## src/rtl/hilo_pkg.sv

```systemverilog
// HI/LO sequencer shared definitions: operation encodings, FSM states, divide length.
// Pure declarations; no logic and no latency of its own.
// No flow control here; the sequencer applies backpressure through ex_stall.
package hilo_pkg;

  localparam int DIV_ITER = 32;

  typedef enum logic [2:0] {
    OP_MULT  = 3'd0,
    OP_MULTU = 3'd1,
    OP_DIV   = 3'd2,
    OP_DIVU  = 3'd3,
    OP_MTHI  = 3'd4,
    OP_MTLO  = 3'd5
  } hilo_op_e;

  typedef enum logic [1:0] {
    ST_IDLE = 2'd0,
    ST_MUL  = 2'd1,
    ST_DIV  = 2'd2,
    ST_DONE = 2'd3
  } hilo_state_e;

  // True for the operations that occupy the sequencer for more than one cycle.
  function automatic logic is_muldiv(input logic [2:0] op);
    return (op == OP_MULT) || (op == OP_MULTU) || (op == OP_DIV) || (op == OP_DIVU);
  endfunction

  // Magnitude of v when interpreted as signed (sgn=1), else v unchanged.
  // 0x80000000 maps to itself, which is the correct unsigned magnitude.
  function automatic logic [31:0] mag32(input logic [31:0] v, input logic sgn);
    return (sgn && v[31]) ? (~v + 32'd1) : v;
  endfunction

endpackage

```

## src/rtl/div_step.sv

```systemverilog
// One restoring-division step: shift remainder/quotient left, trial-subtract the divisor.
// Purely combinational, zero latency; the sequencer registers the result.
// No backpressure; evaluated every cycle and used only while dividing.
module div_step (
  input  logic [31:0] i_rem,
  input  logic [31:0] i_quot,
  input  logic [31:0] i_dvsr,
  output logic [31:0] o_rem,
  output logic [31:0] o_quot
);

  logic [32:0] w_shift;
  logic [32:0] w_diff;

  // The remainder stays below the divisor, so 33 bits hold the shifted value and the
  // borrow bit of the trial subtraction is a reliable sign.
  assign w_shift = {i_rem, i_quot[31]};
  assign w_diff  = w_shift - {1'b0, i_dvsr};

  // Keep the difference and set the quotient bit when the subtraction did not borrow.
  always_comb begin
    o_rem  = w_shift[31:0];
    o_quot = {i_quot[30:0], 1'b0};
    if (!w_diff[32]) begin
      o_rem     = w_diff[31:0];
      o_quot[0] = 1'b1;
    end
  end

endmodule

```

## src/rtl/hilo_ctrl.sv

```systemverilog
// MULT/DIV sequencer owning HI/LO; MTHI/MTLO write in one cycle.
// Latency: MULT 2 cycles to done, DIV 33 cycles to done.
// Backpressure: ex_stall holds EX until done; cancel aborts with no HI/LO write.
module hilo_ctrl
  import hilo_pkg::*;
(
  input  logic        clk,
  input  logic        resetn,
  input  logic        ex_req,
  input  logic [2:0]  ex_op,
  input  logic [31:0] ex_a,
  input  logic [31:0] ex_b,
  input  logic        cancel,
  output logic        ex_stall,
  output logic        done,
  output logic [31:0] hi,
  output logic [31:0] lo
);

  hilo_state_e        r_state;
  hilo_state_e        w_state_nxt;
  logic [31:0]        r_a;       // multiplicand, or dividend/quotient shift register
  logic [31:0]        r_b;       // multiplier, or divisor magnitude
  logic [31:0]        r_rem;
  logic [31:0]        r_hi;
  logic [31:0]        r_lo;
  logic [5:0]         r_cnt;
  logic               r_signed;
  logic               r_neg_q;
  logic               r_neg_r;

  logic               w_go;
  logic               w_dsgn;
  logic signed [32:0] w_ma;
  logic signed [32:0] w_mb;
  logic signed [63:0] w_prod;
  logic [31:0]        w_rem_nxt;
  logic [31:0]        w_quot_nxt;
  logic [31:0]        w_q_fin;
  logic [31:0]        w_r_fin;

  assign w_go   = ex_req && !cancel;
  assign w_dsgn = (ex_op == OP_DIV);

  // 33-bit operands let one signed multiplier serve both MULT and MULTU.
  assign w_ma   = {r_signed & r_a[31], r_a};
  assign w_mb   = {r_signed & r_b[31], r_b};
  assign w_prod = 64'(w_ma) * 64'(w_mb);

  div_step u_div_step (
    .i_rem  (r_rem),
    .i_quot (r_a),
    .i_dvsr (r_b),
    .o_rem  (w_rem_nxt),
    .o_quot (w_quot_nxt)
  );

  assign w_q_fin = r_neg_q ? (~w_quot_nxt + 32'd1) : w_quot_nxt;
  assign w_r_fin = r_neg_r ? (~w_rem_nxt + 32'd1) : w_rem_nxt;

  assign hi = r_hi;
  assign lo = r_lo;

  // State register.
  always_ff @(posedge clk or negedge resetn) begin
    if (!resetn) r_state <= ST_IDLE;
    else         r_state <= w_state_nxt;
  end

  // Next state, stall and done; cancel forces IDLE from any state.
  always_comb begin
    w_state_nxt = r_state;
    done        = 1'b0;
    ex_stall    = ex_req && is_muldiv(ex_op) && (r_state != ST_DONE) && !cancel;
    case (r_state)
      ST_IDLE: begin
        if (w_go) begin
          if ((ex_op == OP_MULT) || (ex_op == OP_MULTU))    w_state_nxt = ST_MUL;
          else if ((ex_op == OP_DIV) || (ex_op == OP_DIVU)) w_state_nxt = ST_DIV;
        end
      end
      ST_MUL:  w_state_nxt = cancel ? ST_IDLE : ST_DONE;
      ST_DIV: begin
        if (cancel)              w_state_nxt = ST_IDLE;
        else if (r_cnt == 6'd1)  w_state_nxt = ST_DONE;
      end
      ST_DONE: begin
        done        = 1'b1;
        w_state_nxt = ST_IDLE;
      end
      default: w_state_nxt = ST_IDLE;
    endcase
  end

  // Operand capture, divide iteration and HI/LO commit.
  always_ff @(posedge clk or negedge resetn) begin
    if (!resetn) begin
      r_a      <= '0;
      r_b      <= '0;
      r_rem    <= '0;
      r_hi     <= '0;
      r_lo     <= '0;
      r_cnt    <= '0;
      r_signed <= 1'b0;
      r_neg_q  <= 1'b0;
      r_neg_r  <= 1'b0;
    end else begin
      case (r_state)
        ST_IDLE: begin
          if (w_go) begin
            case (ex_op)
              OP_MTHI: r_hi <= ex_a;
              OP_MTLO: r_lo <= ex_a;
              OP_MULT, OP_MULTU: begin
                r_a      <= ex_a;
                r_b      <= ex_b;
                r_signed <= (ex_op == OP_MULT);
              end
              OP_DIV, OP_DIVU: begin
                r_a     <= mag32(ex_a, w_dsgn);
                r_b     <= mag32(ex_b, w_dsgn);
                r_rem   <= '0;
                r_cnt   <= 6'(DIV_ITER);
                r_neg_q <= w_dsgn && (ex_a[31] ^ ex_b[31]);
                r_neg_r <= w_dsgn && ex_a[31];
              end
              default: ;
            endcase
          end
        end
        ST_MUL: begin
          if (!cancel) {r_hi, r_lo} <= w_prod;
        end
        ST_DIV: begin
          if (!cancel) begin
            r_rem <= w_rem_nxt;
            r_a   <= w_quot_nxt;
            r_cnt <= r_cnt - 6'd1;
            if (r_cnt == 6'd1) begin
              r_lo <= w_q_fin;
              r_hi <= w_r_fin;
            end
          end
        end
        default: ;
      endcase
    end
  end

endmodule

```

## config.mk

```make
export PLATFORM = sky130hd
export DESIGN_NAME = hilo_ctrl
export DESIGN_NICKNAME = d
export VERILOG_FILES = /design/src/rtl/hilo_pkg.sv /design/src/rtl/div_step.sv /design/src/rtl/hilo_ctrl.sv
export SDC_FILE = /design/constraint.sdc
export NUM_CORES = 2
export LEC_CHECK = 0
export ABC_AREA = 1
export BUFFER_PORTS_ARGS = -buffer_cell sky130_fd_sc_hd__buf_4
export CORE_AREA = 2 2 369 371
export CTS_BUF_LIST = sky130_fd_sc_hd__clkbuf_4 sky130_fd_sc_hd__clkbuf_8 sky130_fd_sc_hd__clkbuf_16
export CTS_CLUSTER_DIAMETER = 80
export DETAILED_ROUTE_END_ITERATION = 10
export DIE_AREA = 0 0 371 373
export GPL_ROUTABILITY_DRIVEN = 0
export GPL_TIMING_DRIVEN = 0
export PLACE_DENSITY = 0.64
export SETUP_SLACK_MARGIN = 0.5
export SYNTH_ARGS = -nofsm -noshare
export SYNTH_HDL_FRONTEND = slang
export SYNTH_SLANG_ARGS = --single-unit
export TNS_END_PERCENT = 100
```

## constraint.sdc

```tcl
create_clock -name clk -period 14.5 [get_ports clk]
set_clock_uncertainty 0.15 [all_clocks]
set_input_delay 0.725 -clock clk [delete_from_list [all_inputs] [get_ports clk]]
set_output_delay 0.725 -clock clk [all_outputs]
set_load 0.02 [all_outputs]
```

==> results.md <==
* Global-route wire length before repair at 317000 µm
* Die footprint at 138000 µm²
* Setup WS pre-CTS at 4.08 ns
* Nets at 8718
* Synthesized Nets at 8561
* TritonCTS clock tree: yes
* MaxCap Viol Count at 0
* Cells after synthesis at 7109
* P&R area growth vs syn at 7.33%
* Clk sinks at 171
* Seq cells post-synth at 171
* Status: finished, final reports clean
* Critical path class: register to register
* Cell taking the most area after synthesis: fa_1
* Antenna violations before repair at 10
* Num CTS Buffers at 17
* RSZ-0062 raised after global routing: false
* Ys async rst share at 100%
* TNS Setup at 0 ns
* Crit Path Max Fanout at 10
* Rows at 135
* Post-CTS Setup Inserts at 0
* GRT Residual Overflow at 0
* DP Area at 56700 µm²
* Crit path capture type: register
* Max Freq at 0.0936 GHz
* CP startpoint kind: register
* Yosys cell types at 59
* Clock Latency Late Sink at 0.48 ns
* I/O pins at 137
* R2R cell count at 28
* Share of the synthesized area in the top cell type at 42.2%
* Vias per Instance at 5.36
* Total track usage at 31.1%
* Final ANT Viol Nets at 0
* Yosys warning count at 0
* Root Buffer: clkbuf_16
* Initial DRC Count at 5679
* Core box area at 135000 µm²
* Initial Util at 39.7%
* Largest stage delay, worst path at 1.06 ns
* Routed wire per std cell at 23.4 µm
* Die Span Y at 373 µm
* Synth Flop Type: dfrtp_1
* Clock buffer depth at 2
* Final setup vio count at 0
* Die W at 371 µm
* Mapped cell area at 53400 µm²
* Fin crit period at 10.68 ns
* Filler cell count at 13749
* Slowest stage cell on the critical path: fa_1
* Arr. time, crit path at 10.90 ns
* Hold_buf cts at 0
* Leading post-synthesis cells by cell area: fa_1 (42%), inv_1 (13%), nand2_1 (13%), dfrtp_1 (8.0%), ha_1 (6.0%)
* Vias at 48599
* Slew HR at 8.24%
* H-Tree Depth at 4
* Syn Area/Cell at 7.51 µm²
* Worst-path clk slew at 0.08 ns
* Period utilisation layout at 73.7%
* Slew Limit Fails at 0
* Tightest Pin Transition at 1.38 ns
* Most used cell, CP: fa_1
* EDFF count, synth at 0
* Detailed Routing Iterations Pass 1 at 9
* Largest net degree at the start of global routing at 90
* Final Cell Area at 57300 µm²
* Post-route setup slack at 3.82 ns
* Port bufs at 136
* Hpwl dp at 183000 µm
* Endpoints failing hold at 0
* Drt drc at 0
* Worst hold path type: primary input to asynchronous set/reset pin
* Vias in the first global route at 49595
* Sequential area share after synthesis at 8.01%
* Share of cells above drive strength 1 at 3.78%
* Post-CTS resize count at 0
* CP required at 14.72 ns
* Total wire length at 212000 µm
* Hold_ws at 0.111 ns
==> placed cells by master (no fill, tap or decap), types with 14 or more instances in the layout <==
cell type     n
a21boi_1     14
a21oi_1     219
a31oi_1      25
buf_1        53
buf_4       140
clkbuf_1    278
clkbuf_16    17
dfrtp_1     171
fa_1       1125
ha_1        255
inv_1      1867
nand2_1    1850
nand2_2      23
nand3_1     175
nand3b_1     16
nand4_1      35
nor2_1      369
nor3_1       54
o211ai_1     14
o21ai_0     235
o221ai_1     15
o22ai_1      34
or2_2        30
xnor2_1      39
xor2_1       49
==> through the flow <==
step           instances  utilization [%]
2_1_floorplan       7109                -
3_3_place_gp        9026             42.1
3_5_place_dp        9028             42.1
4_1_cts             9060             42.6
5_1_grt             9060             42.6
6_report            9065             42.6
==> layer usage <==
metal / vias up / track usage [%] / wire, µm
met2: 3106 / 46.4 / 90700
met5: - / 0 / 92
met1: 23806 / 38.8 / 76900
met4: 14 / 18.1 / 15400
met3: 688 / 10.9 / 29200
li1: 20985 / - / -
==> synthesized netlist by cell type, drive strengths merged (35+ instances only) <==
cell / instances
a21oi: 222
inv: 1875
nor3: 56
nand2: 1877
xnor2: 39
nor2: 380
clkbuf: 278
ha: 255
buf: 69
nand4: 35
dfrtp: 171
xor2: 49
fa: 1126
nand3: 178
o21ai: 248
==> flip-flops by register name, summed over array words and instances (netlist names) <==
register	flops
r_rem	32
r_neg_q	1
r_neg_r	1
lo	32
r_state	2
r_a	32
r_cnt	6
r_signed	1
r_b	32
hi	32
==> path summary, 6_finish.rpt <==
check,startpoint,slack [ns],end
max in group asynchronous,resetn,13.10,r_b[29]
setup / recovery,r_a[31],3.82,hi[26]
setup reg to reg,r_a[31],3.82,hi[26]
hold reg to reg,lo[1],0.35,lo[1]
min in group clk,lo[1],0.35,lo[1]
hold / removal,resetn,0.11,r_cnt[1]
==> worst max-delay path: cells and delay by family, from the launching register on <==
family / cells / cell delay (ns)
buffers and inverters: 8 / 2.10
flip-flops: 1 / 0.45
AND/OR/NAND/NOR: 5 / 0.82
adder cells (fa/ha/maj): 9 / 5.39
AO/OA/AOI/OAI: 6 / 1.63
==> logic make-up after synthesis <==
family          Yosys count  synth area share [%]
xor+xnor                 88                  1.44
simple gates           2589                  19.6
compound gates          654                  7.01
buf+inv                2226                  15.8
flops                   171                  8.01
fa+ha+maj              1381                  48.2
==> layout make-up <==
class	count	area, µm²	area share [%]
plain buffers	347	1380	2.40
diodes	5	12.5	0.0218
well taps	1781	2230	3.89
clock buffers	18	439	0.766
repair buffers	138	1060	1.86
inverters	1879	7050	12.3
clock inverters	14	169	0.295
multi-input cells	4712	40700	71.0
flip-flops and latches	171	4280	7.47
Power is not shown: default switching activity piles up to over one toggle a cycle in this logic, so the estimate is an artifact.
